### src/rtl/mem_access_stage.sv
`default_nettype none
// ============================================================================
// Module      : mem_access_stage
// Description : MEM-stage controller. Holds a dcache request for lw/sw/ll/sc
//               until dhit, tracks the LL/SC link and latches the result.
// Revision    : 1.0
// ============================================================================
module mem_access_stage #(
    parameter int ADDR_W = 32,
    parameter int DATA_W = 32
) (
    input  logic              CLK,
    input  logic              nRST,
    input  logic              ex_valid,
    input  logic              ex_memRd,
    input  logic              ex_memWr,
    input  logic              ex_ll,
    input  logic              ex_sc,
    input  logic [ADDR_W-1:0] ex_addr,
    input  logic [DATA_W-1:0] ex_wdata,
    input  logic              ex_halt,
    input  logic              dhit,
    input  logic [DATA_W-1:0] dmemload,
    input  logic              snoop_inv,
    input  logic [ADDR_W-1:0] snoop_addr,
    output logic              dmemREN,
    output logic              dmemWEN,
    output logic [ADDR_W-1:0] dmemaddr,
    output logic [DATA_W-1:0] dmemstore,
    output logic              mem_stall,
    output logic              mem_done,
    output logic [DATA_W-1:0] mem_result,
    output logic              halt_out,
    output logic              link_valid,
    output logic [ADDR_W-1:0] link_addr
);

    localparam logic [1:0] IDLE     = 2'd0;
    localparam logic [1:0] ACCESS   = 2'd1;
    localparam logic [1:0] COMPLETE = 2'd2;

    logic [1:0]        r_state;
    logic              r_is_ll;
    logic              r_is_sc;

    logic              w_memop;
    logic              w_scfail;
    logic              w_halt_set;
    logic              w_link_valid_nx;
    logic [ADDR_W-1:0] w_link_addr_nx;
    logic              w_unused;

    function automatic logic same_word(input logic [ADDR_W-1:0] a,
                                       input logic [ADDR_W-1:0] b);
        return a[ADDR_W-1:2] == b[ADDR_W-1:2];
    endfunction

    assign w_memop    = ex_valid & (ex_memRd | ex_memWr | ex_ll | ex_sc);
    assign w_scfail   = ex_sc & ~(link_valid & same_word(link_addr, ex_addr));
    // EX/MEM still holds the finished instruction while in COMPLETE
    assign w_halt_set = ex_valid & ex_halt & (r_state != COMPLETE);
    assign mem_stall  = ((r_state == IDLE) & w_memop & ~halt_out) | (r_state == ACCESS);
    assign w_unused   = &{1'b0, snoop_addr[1:0]};

    // Own completion is applied first so a same-word snoop in that cycle wins
    always_comb begin
        w_link_valid_nx = link_valid;
        w_link_addr_nx  = link_addr;
        if ((r_state == ACCESS) && dhit) begin
            if (r_is_ll) begin
                w_link_valid_nx = 1'b1;
                w_link_addr_nx  = dmemaddr;
            end else if (r_is_sc) begin
                w_link_valid_nx = 1'b0;
            end else if (dmemWEN && same_word(dmemaddr, link_addr)) begin
                w_link_valid_nx = 1'b0;
            end
        end
        if (snoop_inv && same_word(snoop_addr, w_link_addr_nx)) begin
            w_link_valid_nx = 1'b0;
        end
    end

    always_ff @(posedge CLK or negedge nRST) begin
        if (!nRST) begin
            r_state    <= IDLE;
            r_is_ll    <= 1'b0;
            r_is_sc    <= 1'b0;
            dmemREN    <= 1'b0;
            dmemWEN    <= 1'b0;
            dmemaddr   <= '0;
            dmemstore  <= '0;
            mem_done   <= 1'b0;
            mem_result <= '0;
            halt_out   <= 1'b0;
            link_valid <= 1'b0;
            link_addr  <= '0;
        end else begin
            link_valid <= w_link_valid_nx;
            link_addr  <= w_link_addr_nx;
            mem_done   <= 1'b0;
            if (w_halt_set) begin
                halt_out <= 1'b1;
            end
            case (r_state)
                IDLE: begin
                    if (w_memop && w_scfail) begin
                        r_state    <= COMPLETE;
                        mem_result <= '0;
                        mem_done   <= 1'b1;
                    end else if (w_memop && !halt_out) begin
                        r_state   <= ACCESS;
                        dmemaddr  <= ex_addr;
                        dmemstore <= ex_wdata;
                        dmemREN   <= ex_memRd | ex_ll;
                        dmemWEN   <= ex_memWr | ex_sc;
                        r_is_ll   <= ex_ll;
                        r_is_sc   <= ex_sc;
                    end
                end
                ACCESS: begin
                    if (dhit) begin
                        dmemREN  <= 1'b0;
                        dmemWEN  <= 1'b0;
                        r_state  <= COMPLETE;
                        mem_done <= 1'b1;
                        if (dmemREN) begin
                            mem_result <= dmemload;
                        end else if (r_is_sc) begin
                            mem_result <= DATA_W'(1);
                        end
                    end
                end
                COMPLETE: r_state <= IDLE;
                default:  r_state <= IDLE;
            endcase
        end
    end

endmodule
`default_nettype wire
### config.mk
export PLATFORM = sky130hd
export DESIGN_NAME = mem_access_stage
export DESIGN_NICKNAME = d
export VERILOG_FILES = /design/src/rtl/mem_access_stage.sv
export SDC_FILE = /design/constraint.sdc
export NUM_CORES = 1
export LEC_CHECK = 0
export ABC_CLOCK_PERIOD_IN_PS = 6400
export CORE_MARGIN = 2
export CORE_UTILIZATION = 31
export DETAILED_ROUTE_END_ITERATION = 6
export GPL_TIMING_DRIVEN = 1
export SLEW_MARGIN = 20
export SYNTH_ARGS = -nofsm -noshare
export SYNTH_HDL_FRONTEND = slang
export SYNTH_SLANG_ARGS = --single-unit
### constraint.sdc
create_clock -name CLK -period 6.4 [get_ports CLK]
set_clock_uncertainty 0.05 [all_clocks]
set_input_delay 1.28 -clock CLK [delete_from_list [all_inputs] [get_ports CLK]]
set_output_delay 1.28 -clock CLK [all_outputs]
set_load 0.005 [all_outputs]
# --- After elaboration in Yosys (flattened, before gate mapping) ---
# Index checks and enable logic that the tools add are counted.
totals:
  reg_bits: 137
  in_bits: 138
classes:
  n_eq_ne: 11
  muxes: 26
  n_bitwise: 16
  n_reduce_logical: 16
op_table:
  columns: ["op", "count"]
  rows:
  - ["32-bit two-way mux", 6]
  - ["30-bit == test", 3]
  - ["32-bit case mux with 2 select lines", 1]
  - ["1-bit two-way mux", 12]
  - ["4-bit AND reduction", 2]
  - ["1-bit AND", 7]
  - ["2-bit two-way mux", 3]
  - ["2-bit inequality test, second input constant", 3]
  - ["1-bit bitwise OR", 6]
  - ["1-bit case mux with 2 select lines", 3]
  - ["2-bit AND reduction", 3]
  - ["1-bit logical AND", 5]
  - ["2-bit by 1-bit inequality test with 1-bit output, second input constant", 2]
  - ["2-bit case mux with 2 select lines", 1]
  - ["2-bit nonzero test", 2]
  - ["4-bit nonzero test", 1]
  - ["3-bit by 1-bit inequality test with 1-bit output, second input constant", 1]
  - ["3-bit inequality test, second input constant", 1]
  - ["1-bit NOT", 3]
  - ["3-bit AND reduction", 1]
  - ["2-bit by 1-bit == test with 1-bit output, second input constant", 1]
  - ["2-bit zero test", 1]
  - ["1-bit zero test", 1]

# --- Depth between registers and ports, before layout ---
# Gate-level depths: netlist (run 1).
logic_depth:
  ltp_word: 8
  depth_mapped: 9
  mapped_depth_nobuf: 6

# --- Least setup slack after synthesis (run 1) ---
# OpenSTA, ideal clock, no wires.
synth_path:
  path_kind: "input-to-reg"
  startpoint: "input ex_addr[15]"
  endpoint: "register dmemaddr[12]"
  setup_time_ns: 0.125
  arrival_ns: 2.959
  t_required_ns: 6.225
  setup_slack_ns: 3.266
  cell_stages: 9
  path_cell_list: "xnor2_1 > nand4_1 > nor4_2 > nand2_1 > a311o_1 > buf_2 > buf_6 > buf_8 > mux2_4"
synth_between:
  elab_chain_cells: 7
synth_lines:
  columns: ["element", "line_no", "source"]
  rows:
  - ["start: declaration", "19", "input logic [ADDR_W-1:0] ex_addr,"]
  - ["30-bit == test", "55", "return a[ADDR_W-1:2] == b[ADDR_W-1:2];"]
  - ["1-bit AND", "59", "assign w_scfail = ex_sc & ~(link_valid & same_word(link_addr, ex_addr));"]
  - ["1-bit NOT", "59", null]
  - ["1-bit AND", "59", null]
  - ["1-bit logical AND", "107", "if (w_memop && w_scfail) begin"]
  - ["1-bit NOT (no source line)", null, null]
  - ["3-bit AND reduction (no source line)", null, null]
  - ["end signal: assignment", "113", "dmemaddr <= ex_addr;"]
  - ["end: declaration", "28", "output logic [ADDR_W-1:0] dmemaddr,"]
# No other way between the ends.
# A chain may end at the register's enable or synchronous reset.

# --- Worst setup path after layout (run 1) ---
layout_path:
  startpoint: "input ex_sc"
  endpoint: "output mem_stall"
layout_between:
  elab_chain_cells: 5
layout_lines:
  columns: ["element", "line_no", "source"]
  rows:
  - ["start: declaration", "18", "input logic ex_sc,"]
  - ["1-bit bitwise OR", "58", "assign w_memop = ex_valid & (ex_memRd | ex_memWr | ex_ll | ex_sc);"]
  - ["1-bit AND", "58", null]
  - ["1-bit AND (2 in series)", "62", "assign mem_stall = ((r_state == IDLE) & w_memop & ~halt_out) | (r_state == ACCESS);"]
  - ["1-bit bitwise OR", "62", null]
  - ["end: declaration", "30", "output logic mem_stall,"]
# No other way between the ends.

==> run summary, run 1 <==
Synth Area in Compound Gates = 10.8%
Initial Utilization = 31.3%
Layout area overhead = 53.9%
Mapped Cells = 544
fin crit period = 4320 ps
R2R depth = 7
vias in the first global route = 5485
largest family of logic cells by synthesized area = multiplexers
Leakage = 4.36 nW
HPWL after DPL = 15900 um
initial antenna violation count = 1
Avg Inst Size Synth = 12.0 um^2
clock slew at reported path FFs = 60 ps
clock insertion delay at the later pin of the skew report = 420 ps
WHS Path Cells = 2
total grt overflow = 0
post-CTS resize count = 0
Post CTS Setup Buffer Count = 0
max-cap viol count = 0
Die Span Y = 149 um
Synth Area in XOR/XNOR = 10.3%
status = complete, no violations
CP bufs+invs = 2
Worst Path Required = 5070 ps
Layout Cells excl Fill = 1103
Worst Hold Class = reg2reg
Synth Area in Simple Gates = 8.46%
Worst path slowest cell = clkdlybuf4s50_1
Crit Path Class = in2out
setup violators final = 0
Num CTS Buffers = 17
GRT Overall Usage = 19.3%
Crit Path Max Fanout = 4
Levels on crit path = 5
Setup TNS Final = 0 ps
Clk Tree Root Cell = clkbuf_16
ys async rst share = 100%
CTS sink cnt = 137
WL final = 21200 um
Main synth FF type = dfrtp_1
CP arrival = 2990 ps
CTS tree = yes
post-synth top area cell = dfrtp_1
Startpoint Class = input pin
crit-path leading delay family = buffers and inverters
Placed Cells = 1071
final number of hold-violating endpoints = 0
Post-Syn Nets = 682
num rows = 53
Netlist Area Pre-Place = 6520 um^2
Core Region = 20800 um^2
FILL cells = 1946
power density over the cells = 315 nW/um^2
Synth Area in Adders = 0%
DRT iter0 DRCs = 212
clk buf depth = 2
Max-Slew Margin vs Limit = 35.4%
Die W = 149 um
overall die area = 22200 um^2
most frequent cells in the layout = 268 x clkdlybuf4s50_1, 137 x dfrtp_1, 60 x nand2_1
worst-path cell chain = clkdlybuf4s50_1 > nor2_1 > a211o_1 > a21oi_1 > clkdlybuf4s50_1
wire length per cell = 19.2 um
fraction of layout cells with a size suffix above 1 = 14.6%
FF+latch count, synth = 137
CP Capture Type = output pin
register area share after synthesis = 52.6%
Vias/cell = 4.83
most common cell after layout, fill and taps aside = clkdlybuf4s50_1
fin. max-slew vios = 0
RSZ-0062 raised after global routing = no
period utilisation layout = 67.5%
Yosys top cell area share = 52.6%
H-tree lvl count = 4
# DRC = 0
first-pass GRT wire length = 32200 um
Final ANT Viol Nets = 0
nets@finish = 953
Critical Path Max Stage Delay = 580 ps
GPL Wtd Cong = 0.843
Post-CTS Hold Fix Bufs = 0
port bufs = 269
CP most frequent cell = clkdlybuf4s50_1
Peak Freq = 231 MHz
peak supply drop = 0.000169 V
Post-synth EDFFs = 0
Synthesis Warnings = 0
top-level port count = 272
largest cells by area after synthesis = dfrtp_1 53%, mux2_2 10%, xnor2_1 7.1%, a22o_1 4.2%, mux2_4 4.1%
vias post-DR = 5326
DR pass1 iterations = 4
Netlist cell types = 47
largest net degree at the start of global routing = 80
Least-Margin Pin Slew = 964 ps
mux contribution to synthesized area = 14.5%
-- cells in the mapped netlist, types with 2 or more instances --
cell       number
clkbuf_1       11
o211ai_1        2
nor3_1          5
xor2_1         24
a22o_1         31
a22oi_1         3
o22ai_1        13
nand2_1        60
nor2_1          6
mux2_4         18
nand2b_1        2
a21o_1          2
a221o_1         2
a21oi_1         4
a2bb2oi_1       2
o21ai_0         9
a31oi_1         3
a2111oi_0       3
nand4_1        12
dfrtp_1       137
inv_1          26
buf_2           8
nor4_1          9
xnor2_1        53
nand4b_1        2
nor2b_1         5
a211o_1         2
nor4_2          2
buf_6           2
o2bb2ai_1       6
mux2_2         59
a222oi_1        2
nand3_1         5
-- power by group --
group	internal [W]	switching, W
logic	0.000639	0.000313
clock network	0.000513	0.000418
registers	0.00105	0.000232
total	0.00220	0.000963
-- tightest hold or removal path, stage by stage (launching register included) --
cell and delay, ps:
dfrtp_1 340, nand2_1 50, nand2_1 50
-- layout make-up --
cell class | instances | area (um^2) | share of cell area (%)
sequential | 137 | 3430 | 34.2
multi-input combinational | 359 | 2890 | 28.8
timing repair buffer | 274 | 2730 | 27.2
clock buffer | 18 | 439 | 4.37
tap | 275 | 344 | 3.43
clock inverter | 13 | 109 | 1.08
inverter | 26 | 97.6 | 0.972
antenna | 1 | 2.50 | 0.0249
-- stage by stage --
stage               area, um^2  util [%]  hold WS [ps]  setup WS, ps  power [W]
floorplan                 6520         -           420          3270    0.00163
global placement          9490      45.6           408          1740    0.00225
detailed placement        9490      45.6           412          1730    0.00226
CTS                      10000      48.2           427          2040    0.00321
global route             10000      48.2           452          1980    0.00334
finish                   10000      48.2           424          2080    0.00316
-- flip-flops by register name (all words and copies together), names as in the netlist --
name	cells
link_valid	1
dmemaddr	32
dmemREN	1
link_addr	32
r_state	2
r_is_ll	1
dmemWEN	1
halt_out	1
mem_result	32
r_is_sc	1
dmemstore	32
mem_done	1
-- metal layers --
layer,wire length [um],global-route usage (%),share of wire (%),vias to the layer above
li1,-,-,-,2496
met2,9970,30.5,47,228
met5,0,0,0,-
met3,1760,6.64,8.3,23
met1,9020,24.7,43,2579
met4,434,6.90,2.0,0
-- path summary, 6_finish.rpt --
path                                    start       endpoint  slack (ps)
worst max-delay path                    ex_sc      mem_stall        2080
worst min-delay path             link_addr[1]   link_addr[1]         420
worst max register to register  link_addr[24]   dmemaddr[23]        3030
worst min register to register   link_addr[1]   link_addr[1]         420
max in group asynchronous                nRST   link_addr[9]        4160
min in group asynchronous                nRST  link_addr[24]         840
-- logic make-up (layout without fill, tap and decap cells) --
group	after synthesis	count (layout)
AO/OA/AOI/OAI	91	91
XOR/XNOR	77	77
buffers and inverters	48	331
flip-flops	137	137
multiplexers	78	78
other	0	1
AND/OR/NAND/NOR	113	113
No activity file was read; power rests on OpenSTA's default activity.
==> inputs of run 2 (changes only) <==
Settings changed: ABC_CLOCK_PERIOD_IN_PS 6400 to 3900.
Clock period 6.4 ns to 3.9 ns, I/O delays scaled along.
==> run 2 against run 1 <==
Net effect:
- clock power is 85% higher
- utilization is 0.73 points higher
- setup slack worse by 1500 ps
- first-iteration DRC count is 16% higher
- sequential power is 65% higher
- global-route usage is 0.41 points higher
- clock-buffer cell count stayed put
- sequential share of layout area is 0.51 points lower
- power is 71% higher
- largest cell class unchanged
- highest routed layer unchanged
==> run summary, run 2 (synthesis results as in run 1) <==
status = complete, no violations
DR pass1 iterations = 6
CP arrival = 2490 ps
Post CTS Setup Buffer Count = 0
Die Span Y = 149 um
Num CTS Buffers = 17
Least-Margin Pin Slew = 796 ps
Die W = 149 um
Worst path slowest cell = clkdlybuf4s50_1
Startpoint Class = input pin
peak supply drop = 0.000281 V
Layout area overhead = 56.2%
Setup TNS Final = 0 ps
GPL Wtd Cong = 0.837
Leakage = 4.44 nW
Max-Slew Margin vs Limit = 46.9%
H-tree lvl count = 4
Worst Path Required = 3070 ps
num rows = 53
Peak Freq = 301 MHz
max-cap viol count = 0
DRT iter0 DRCs = 246
nets@finish = 959
HPWL after DPL = 16200 um
Crit Path Class = in2out
clock slew at reported path FFs = 60 ps
first-pass GRT wire length = 32900 um
fin crit period = 3320 ps
Clk Tree Root Cell = clkbuf_16
fraction of layout cells with a size suffix above 1 = 15.1%
RSZ-0062 raised after global routing = no
CTS sink cnt = 137
CP most frequent cell = clkdlybuf4s50_1
wire length per cell = 19.4 um
Core Region = 20800 um^2
setup violators final = 0
vias post-DR = 5367
vias in the first global route = 5619
Post-CTS Hold Fix Bufs = 0
Placed Cells = 1077
clk buf depth = 2
initial antenna violation count = 1
period utilisation layout = 85.2%
Worst Hold Class = in2async
# DRC = 0
max layer used = met4
met3 wire length = 1820 um
Vias/cell = 4.84
Critical Path Max Stage Delay = 590 ps
WL final = 21500 um
Crit Path Max Fanout = 4
met2 wire len = 10200 um
GRT Overall Usage = 19.7%
power density over the cells = 530 nW/um^2
overall die area = 22200 um^2
most common cell after layout, fill and taps aside = clkdlybuf4s50_1
Final ANT Viol Nets = 0
port bufs = 269
Layout Cells excl Fill = 1110
top-level port count = 272
clock insertion delay at the later pin of the skew report = 420 ps
total grt overflow = 0
post-CTS resize count = 0
fin. max-slew vios = 0
CP Capture Type = output pin
most frequent cells in the layout = 268 x clkdlybuf4s50_1, 137 x dfrtp_1, 60 x nand2_1
worst-path cell chain = clkdlybuf4s50_1 > nor2_1 > a211o_1 > a21oi_1 > clkdlybuf4s50_1
largest net degree at the start of global routing = 82
Initial Utilization = 31.3%
final number of hold-violating endpoints = 0
M1 WL = 9100 um
CTS tree = yes
run 2: cell types whose count changed in the layout (fill, tap and decap cells not counted), sizes merged:
| cell | change |
|---|---|
| inv | -2 |
| buf | +6 |
| clkinv | +2 |
| bufinv | +3 |
| clkinvlp | -2 |
run 2: final cells by class:
cell class	count	area (um^2)
Fill cell	1968	10600
Sequential cell	137	3430
Multi-Input combinational cell	359	2890
Timing Repair Buffer	280	2810
Clock buffer	18	429
Tap cell	275	344
Clock inverter	14	189
Inverter	26	97.6
Antenna cell	1	2.50
run 2: worst paths after layout:
kind / from / slack (ps) / end / cells after the start
worst max-delay path: ex_sc / 580 / mem_stall / 5
max in group asynchronous: nRST / 2690 / dmemstore[5] / 2
worst max register to register: r_state[1] / 1100 / link_valid / 7
worst min register to register: link_addr[1] / 420 / link_addr[1] / 2
worst min-delay path: nRST / 350 / link_addr[24] / 1
min in group CLK: link_addr[1] / 420 / link_addr[1] / 2
run 2: worst max-delay path: cells and delay by family:
| kind | cells | cell delay [ps] |
|---|---|---|
| buffers and inverters | 2 | 1130 |
| AOI/OAI and AO/OA | 2 | 500 |
| and+or+nand+nor | 1 | 80 |
run 2: stage by stage:
stage	util, %	setup WS, ps	total power, W	hold slack, ps	cell area [um^2]
floorplan	-	1270	0.00267	420	6520
global placement	46.0	305	0.00370	409	9570
detailed placement	46.0	282	0.00372	413	9570
CTS	48.9	520	0.00547	385	10200
global route	48.9	411	0.00568	408	10200
finish	48.9	577	0.00540	352	10200
run 2: report_power, final:
group	internal [W]	total [W]	switching, W	leakage, nW
clock	0.00103	0.00172	0.000690	0.296
combinational	0.00105	0.00158	0.000524	2.34
sequential	0.00172	0.00211	0.000383	1.81
total	0.00380	0.00540	0.00160	4.44
run 2: per-layer routing:
metal  track usage (%)  up-vias
li1                  -     2501
met1              25.0     2641
met2              31.8      205
met3              7.19       20
met4              5.81        0
met5                 0        -
